===== src/rtl/reg_writeback_pkg.sv =====
// reg_writeback_pkg: source-select and FSM state constants shared by the writeback stage
package reg_writeback_pkg;
  localparam logic [1:0] SEL_ALU = 2'b00;
  localparam logic [1:0] SEL_MEM = 2'b01;
  localparam logic [1:0] SEL_PC4 = 2'b10;
  localparam logic IDLE     = 1'b0;
  localparam logic WAIT_MEM = 1'b1;
endpackage


===== src/rtl/reg_writeback_forward_cmp.sv =====
// wb_forward_cmp: matches the pending register-file write against fetch source indices
// Ports: wen/rd/data are the registered write port; rs1/rs2 are fetch indices;
// hit1/hit2 flag a match and fwd_data carries the pending write value.
module wb_forward_cmp #(
  parameter int REG_INDEX_BIT_WIDTH = 4,
  parameter int DBITS = 32
) (
  input  logic                           wen,
  input  logic [REG_INDEX_BIT_WIDTH-1:0] rd,
  input  logic [DBITS-1:0]               data,
  input  logic [REG_INDEX_BIT_WIDTH-1:0] rs1,
  input  logic [REG_INDEX_BIT_WIDTH-1:0] rs2,
  output logic                           hit1,
  output logic                           hit2,
  output logic [DBITS-1:0]               fwd_data
);
  assign hit1 = wen && (rd == rs1);
  assign hit2 = wen && (rd == rs2);
  assign fwd_data = data;
endmodule


===== src/rtl/reg_writeback.sv =====
// reg_writeback: writeback stage selecting ALU/load/PC+4 and driving the register-file write port
// Ports: in_* is the upstream result handshake; mem_rvalid/mem_rdata return load data;
// wrtEn/rd/wrtData drive the register file from flops; rs1/rs2 and fwd* form the
// optional forwarding path, enabled by defining WB_FORWARD_EN.
module reg_writeback
  import reg_writeback_pkg::*;
#(
  parameter int REG_INDEX_BIT_WIDTH = 4,
  parameter int DBITS = 32
) (
  input  logic                           clk,
  input  logic                           reset,
  input  logic                           in_valid,
  output logic                           in_ready,
  input  logic                           in_wrtEn,
  input  logic [REG_INDEX_BIT_WIDTH-1:0] in_rd,
  input  logic [1:0]                     in_sel,
  input  logic [DBITS-1:0]               alu_result,
  input  logic [DBITS-1:0]               pc_plus4,
  input  logic                           mem_rvalid,
  input  logic [DBITS-1:0]               mem_rdata,
  input  logic [REG_INDEX_BIT_WIDTH-1:0] rs1,
  input  logic [REG_INDEX_BIT_WIDTH-1:0] rs2,
  output logic                           wrtEn,
  output logic [REG_INDEX_BIT_WIDTH-1:0] rd,
  output logic [DBITS-1:0]               wrtData,
  output logic                           fwd1_hit,
  output logic                           fwd2_hit,
  output logic [DBITS-1:0]               fwd_data
);
  logic                           state_q, state_d;
  logic                           wen_q, wen_d;
  logic [REG_INDEX_BIT_WIDTH-1:0] rd_q, rd_d;
  logic [REG_INDEX_BIT_WIDTH-1:0] pend_rd_q, pend_rd_d;
  logic [DBITS-1:0]               data_q, data_d;
  logic                           xfer;
  assign in_ready = (state_q == IDLE);
  assign xfer = in_valid && in_ready;
  always_comb begin
    state_d = state_q;
    wen_d = 1'b0;
    rd_d = rd_q;
    data_d = data_q;
    pend_rd_d = pend_rd_q;
    if (state_q == IDLE) begin
      if (xfer && in_wrtEn && in_sel == SEL_MEM) begin
        state_d = WAIT_MEM;
        pend_rd_d = in_rd;
      end else if (xfer) begin
        wen_d = in_wrtEn;
        rd_d = in_rd;
        data_d = (in_sel == SEL_PC4) ? pc_plus4 : alu_result;
      end
    end else if (mem_rvalid) begin
      state_d = IDLE;
      wen_d = 1'b1;
      rd_d = pend_rd_q;
      data_d = mem_rdata;
    end
  end
  always_ff @(posedge clk) begin
    if (reset) begin
      state_q <= IDLE;
      wen_q <= 1'b0;
      rd_q <= '0;
      data_q <= '0;
      pend_rd_q <= '0;
    end else begin
      state_q <= state_d;
      wen_q <= wen_d;
      rd_q <= rd_d;
      data_q <= data_d;
      pend_rd_q <= pend_rd_d;
    end
  end
  assign wrtEn = wen_q;
  assign rd = rd_q;
  assign wrtData = data_q;
`ifdef WB_FORWARD_EN
  wb_forward_cmp #(
    .REG_INDEX_BIT_WIDTH(REG_INDEX_BIT_WIDTH),
    .DBITS(DBITS)
  ) u_fwd (
    .wen(wen_q),
    .rd(rd_q),
    .data(data_q),
    .rs1(rs1),
    .rs2(rs2),
    .hit1(fwd1_hit),
    .hit2(fwd2_hit),
    .fwd_data(fwd_data)
  );
`else
  logic unused_rs;
  assign unused_rs = ^{rs1, rs2};
  assign fwd1_hit = 1'b0;
  assign fwd2_hit = 1'b0;
  assign fwd_data = '0;
`endif
endmodule


===== config.mk =====
export PLATFORM = sky130hd
export DESIGN_NAME = reg_writeback
export DESIGN_NICKNAME = d
export VERILOG_FILES = /design/src/rtl/reg_writeback_pkg.sv /design/src/rtl/reg_writeback_forward_cmp.sv /design/src/rtl/reg_writeback.sv
export SDC_FILE = /design/constraint.sdc
export NUM_CORES = 1
export LEC_CHECK = 0
export ABC_AREA = 1
export CELL_PAD_IN_SITES_DETAIL_PLACEMENT = 1
export CELL_PAD_IN_SITES_GLOBAL_PLACEMENT = 2
export CORE_UTILIZATION = 17
export CTS_BUF_LIST = sky130_fd_sc_hd__clkbuf_2 sky130_fd_sc_hd__clkbuf_4 sky130_fd_sc_hd__clkbuf_8
export DETAILED_ROUTE_END_ITERATION = 10
export MAX_ROUTING_LAYER = met4
export PLACE_DENSITY_LB_ADDON = 0.15
export SKIP_CTS_REPAIR_TIMING = 1
export SYNTH_ARGS = -nofsm -noshare
export SYNTH_HDL_FRONTEND = slang
export SYNTH_SLANG_ARGS = --single-unit
export TNS_END_PERCENT = 20

===== constraint.sdc =====
create_clock -name clk -period 1.4 [get_ports clk]
set_input_delay 0.28 -clock clk [delete_from_list [all_inputs] [get_ports clk]]
set_output_delay 0.28 -clock clk [all_outputs]
set_load 0.01 [all_outputs]

# ---- Word level (Yosys, flattened, before mapping)
# Index checks and enable logic that the tools add are counted.
dict set report word_totals {
  in_bits 115
  wordCells 32
  output_inout_bits 72
  reg_bits 42
}
dict set report op_classes {
  mux 16
  eq_ne 4
  reduce_logical 6
  bitwise_logic 1
}
# op count
set ops {}
lappend ops {{two-way mux 32 bit} 5}
lappend ops {{two-way mux 4 bit} 4}
lappend ops {{two-way mux 1 bit} 7}
lappend ops {{!= test 2 bit (second input constant)} 2}
lappend ops {{logical AND 1 bit} 3}
lappend ops {{AND reduction 3 bit} 1}
lappend ops {{equality test 2 x 1 -> 1 bit (second input constant)} 1}
lappend ops {{equality test 2 bit (second input constant)} 1}
lappend ops {{AND reduction 2 bit} 1}
lappend ops {{nonzero test 2 bit} 1}
lappend ops {{NOT 1 bit} 1}

# ---- Longest topological paths before layout
dict set report logic_depth {
  word_depth 6
  depth_mapped 8
  ltp_nobuf 7
}

# ---- Least setup slack after synthesis
# No wires, ideal clock.
dict set report synth_timing {
  path_kind {register to register}
  from {register state_q}
  to {register data_q[14] (netlist: wrtData[14])}
  required_time_ns 1.287
  path_stages_with_launch 9
  n_path_buf 2
  synth_period_minus_slack_ns 1.172
  setup_slack_ns 0.228
  t_arrival_ns 1.059
  setup_ns 0.113
  path_cell_list {dfxtp_1 -> buf_4 -> nor2_2 -> nand2_4 -> nand3_4 -> buf_6 -> nand2_1 -> nand2_1 -> nor2_1}
}
dict set report synth_via {
  elab_chain_len 6
  word_cells_on_any_way 9
  cone_classes {2 x eq/ne; 1 x mux; 1 x bitwise; 5 x reduce/logical}
}
# element line
set synth_lines {}
lappend synth_lines {{start: declaration} reg_writeback.sv:31} ;# logic state_q, state_d;
lappend synth_lines {{start signal: assignment} reg_writeback.sv:69} ;# state_q <= state_d;
lappend synth_lines {{NOT 1 bit (no line)} n/a}
lappend synth_lines {{logical AND 1 bit} reg_writeback.sv:38} ;# assign xfer = in_valid && in_ready;
lappend synth_lines {{logical AND 1 bit (2 in a row)} reg_writeback.sv:46} ;# if (xfer && in_wrtEn && in_sel == SEL_MEM) begin
lappend synth_lines {{!= test 2 bit (no line)} n/a}
lappend synth_lines {{AND reduction 3 bit (no line)} n/a}
lappend synth_lines {{end signal: assignment} reg_writeback.sv:72} ;# data_q <= data_d;
lappend synth_lines {{end: declaration} reg_writeback.sv:35} ;# logic [DBITS-1:0] data_q, data_d;
# Parallel ways exist; a longest one is shown, timed or not.
# A chain may end at the register's enable or synchronous reset.

# ---- Worst setup path after layout
dict set report layout_timing {
  from {input port in_valid}
  to {register data_q[13] (netlist: wrtData[13])}
}
dict set report layout_via {
  elab_chain_len 5
  word_cells_on_any_way 6
  cone_classes {1 x eq/ne; 5 x reduce/logical}
}
# element line
set layout_lines {}
lappend layout_lines {{start: declaration} reg_writeback.sv:13} ;# input logic in_valid,
lappend layout_lines {{logical AND 1 bit *} reg_writeback.sv:38}
lappend layout_lines {{logical AND 1 bit (2 in a row)} reg_writeback.sv:46}
lappend layout_lines {{!= test 2 bit (no line)} n/a}
lappend layout_lines {{AND reduction 3 bit (no line) *} n/a}
# Every way passes the cells marked *; elsewhere a longest branch is shown, timed or not.

==> summary.md <==
| Metric | Value |
|---|---|
| Met3 routed WL | 602 um |
| Top layer in use | met4 |
| Pins Over Slew Limit | 0 |
| Port bufs | 144 |
| CTS tree | yes |
| Status | completed |
| P_int | 2.469 mW |
| Hold WC Path Type | in2reg |
| Initial antenna violation count | 0 |
| Clk pwr share | 28.7% |
| Mapped Cells | 549 |
| Switching power | 1.089 mW |
| Proportion of layout cells with a drive suffix above 1 | 5.233% |
| Clk sinks | 42 |
| Crit-path max FO | 28 |
| Post-Route Setup TNS | 0 ns |
| # H-tree levels | 2 |
| Fraction of the yosys area taken by sequential cells | 27.48% |
| Seq. cell area | 842.1 sq um |
| DRT iter0 DRCs | 88 |
| CTS Buf Count | 5 |
| DR pass1 iterations | 4 |
| CP Launch Type | input port |
| Synth warn | 0 |
| Leakage | 3.023 nW |
| Reg2Reg Capture Point | wrtData[13] |
| Synthesized flop and latch total | 42 |
| N_diodes | 0 |
| Vias in the first global route | 3,494 |
| # DRC | 0 |
| Max VDD drop | 0.3349 mV |
| Chip Width | 136.1 um |
| Total GRT Usage | 12.64% |
| Grt ovf | 0 |
| Clock transition at path regs | 0.09 ns |
| Crit path DAT | 1.58 ns |
| Die Span Y | 136.1 um |
| Final ANT Viol Nets | 0 |
| F_max | 0.7277 GHz |
| Hold endpoint | state_q |
| Largest net degree at the start of global routing | 29 |
| M1 WL | 5117 um |
| Worst min-delay path startpoint | in_sel[1] |
| Final WL | 11,610 um |
| Switching part of the total | 30.61% |
| Min cycle time layout | 1.374 ns |
| Sequential Power Share | 37.9% |
| CP Class | in2reg |
| Fin util | 28.11% |
| RSZ-0062 raised after global routing | yes |
| Wire length on met2 | 5827 um |
| Design area | 4896 sq um |
| Gpl congestion | 0.7719 |
| Vias | 3,451 |
| Reg2Reg Depth | 7 |
| Vias per std cell | 3.780 |
| Fill count | 2,240 |
| Setup violations, final | 0 |
| Req. time, crit path | 1.61 ns |
| Area delta synth->final | 60.04% |
| Worst Skew | 0.006735 ns |
| Max Cap Violations | 0 |
| Wirelength per Cell | 12.72 um |
| Average size of a mapped cell | 5.572 sq um |
| Placed inst area | 4674 sq um |
| Fin crit share | 98.16% |
| Clock Tree Buf Depth | 2 |
| R2R setup slack | 0.09 ns |
| First-pass GRT wire length | 17,350 um |
| Most frequent cells in the layout | nand2_1, clkdlybuf4s50_1, inv_1, nor2_1, nand3_1 |
| Share of power burned in combinational logic | 33.4% |
| Final hold violations | 0 |
| FF-to-FF Start | state_q |
| Hold path depth | 5 |
| I/O pin count | 187 |
| CTS Root Cell | clkbuf_8 |
| Cell Area, Synth | 3059 sq um |
| Total core area | 17,420 sq um |
| PD cells | 726.7 nW/um^2 |
| CP endpoint kind | flip-flop |
| Area of the multi-input gates | 1534 sq um |
| Site Rows | 48 |
| Nets | 802 |
| Clock Latency Late Sink | 0.30 ns |
| Most common cell after layout, fill and taps aside | nand2_1 |
| Starting Density | 17.56% |
| Cell variety after synth | 20 |
| DIE AREA | 18,540 sq um |
| DP HPWL | 8984 um |
-- state kept, by name, summed over array words and instances, names as in the netlist --
name and cells:
pend_rd_q 4, state_q 1, rd 4, wrtData 32, wrtEn 1
-- per-layer routing --
| metal | up-vias | global-route usage, % |
|---|---|---|
| li1 | 1796 | - |
| met1 | 1560 | 15.07 |
| met2 | 90 | 21.88 |
| met3 | 5 | 2.610 |
| met4 | 0 | 2.407 |
| met5 | - | - |
-- final cells by class --
cell class,instances,share of cell area (%)
clock buffers,6,1.559
inverters,104,7.973
well taps,225,5.750
repair buffers,161,35.42
multi-input cells,373,31.33
clock inverters,2,0.7667
flip-flops and latches,42,17.20
-- critical path, stage by stage --
cell             delay (ns)
clkdlybuf4s50_1        0.46
or2_2                  0.32
nand3_4                0.14
buf_12                 0.19
nand2_1                0.08
nand2_1                0.07
nor2_1                 0.04
-- through the flow --
| step | hold WS, ns | total power, mW | setup WS, ns | instances |
|---|---|---|---|---|
| floorplan | 0.3491 | 2.004 | 0.2280 | 582 |
| global placement | 0.4657 | 2.598 | -0.2428 | 905 |
| finish | 0.4904 | 3.558 | 0.02572 | 913 |
| detailed placement | 0.4906 | 2.612 | -0.2894 | 905 |
| global route | 0.5067 | 3.829 | -0.01233 | 913 |
| CTS | 0.4689 | 3.684 | -0.2527 | 913 |
-- power by group through the flow --
stage | registers [mW] | clock network, mW | logic [mW]
2_1_floorplan | 1.42 | 0 | 0.584
3_3_place_gp | 1.38 | 0 | 1.22
3_5_place_dp | 1.38 | 0 | 1.23
4_1_cts | 1.36 | 1.09 | 1.24
5_1_grt | 1.36 | 1.14 | 1.33
6_report | 1.35 | 1.02 | 1.19
-- how the worst max path moves through the flow --
stage / slack [ns] / start / to
5_1_grt: -0.01 / in_valid / wrtData[0]
3_3_place_gp: -0.24 / in_sel[0] / wrtData[9]
2_1_floorplan: 0.23 / state_q / wrtData[14]
3_5_place_dp: -0.29 / in_sel[0] / wrtData[8]
4_1_cts: -0.25 / state_q / in_ready
6_report: 0.03 / in_valid / wrtData[13]
-- cell usage after synthesis --
library cell	instances	share of area [%]
buf_1	3	0.37
or2_2	1	0.20
nand2_4	1	0.37
nor2_1	80	9.8
o21ai_0	5	0.82
nand3_4	1	0.57
buf_2	8	1.3
or2_1	1	0.20
buf_4	35	8.6
dfxtp_1	42	27
a21oi_1	1	0.16
clkbuf_1	10	1.2
inv_1	103	13
inv_2	1	0.12
conb_1	1	0.12
nor2_2	2	0.41
and3_1	1	0.20
nand3_1	64	10
nand2_1	182	22
buf_6	7	2.6
-- cell families (layout without fill, tap and decap cells) --
kind of cell | after synthesis | after routing | share of synthesized area [%]
flip-flops | 42 | 42 | 27.48
other | 1 | 34 | 0.1226
AND/OR/NAND/NOR | 333 | 333 | 44.58
AO/OA/AOI/OAI | 6 | 6 | 0.9813
buffers and inverters | 167 | 273 | 26.83
Power figures use the tool's default switching activity.
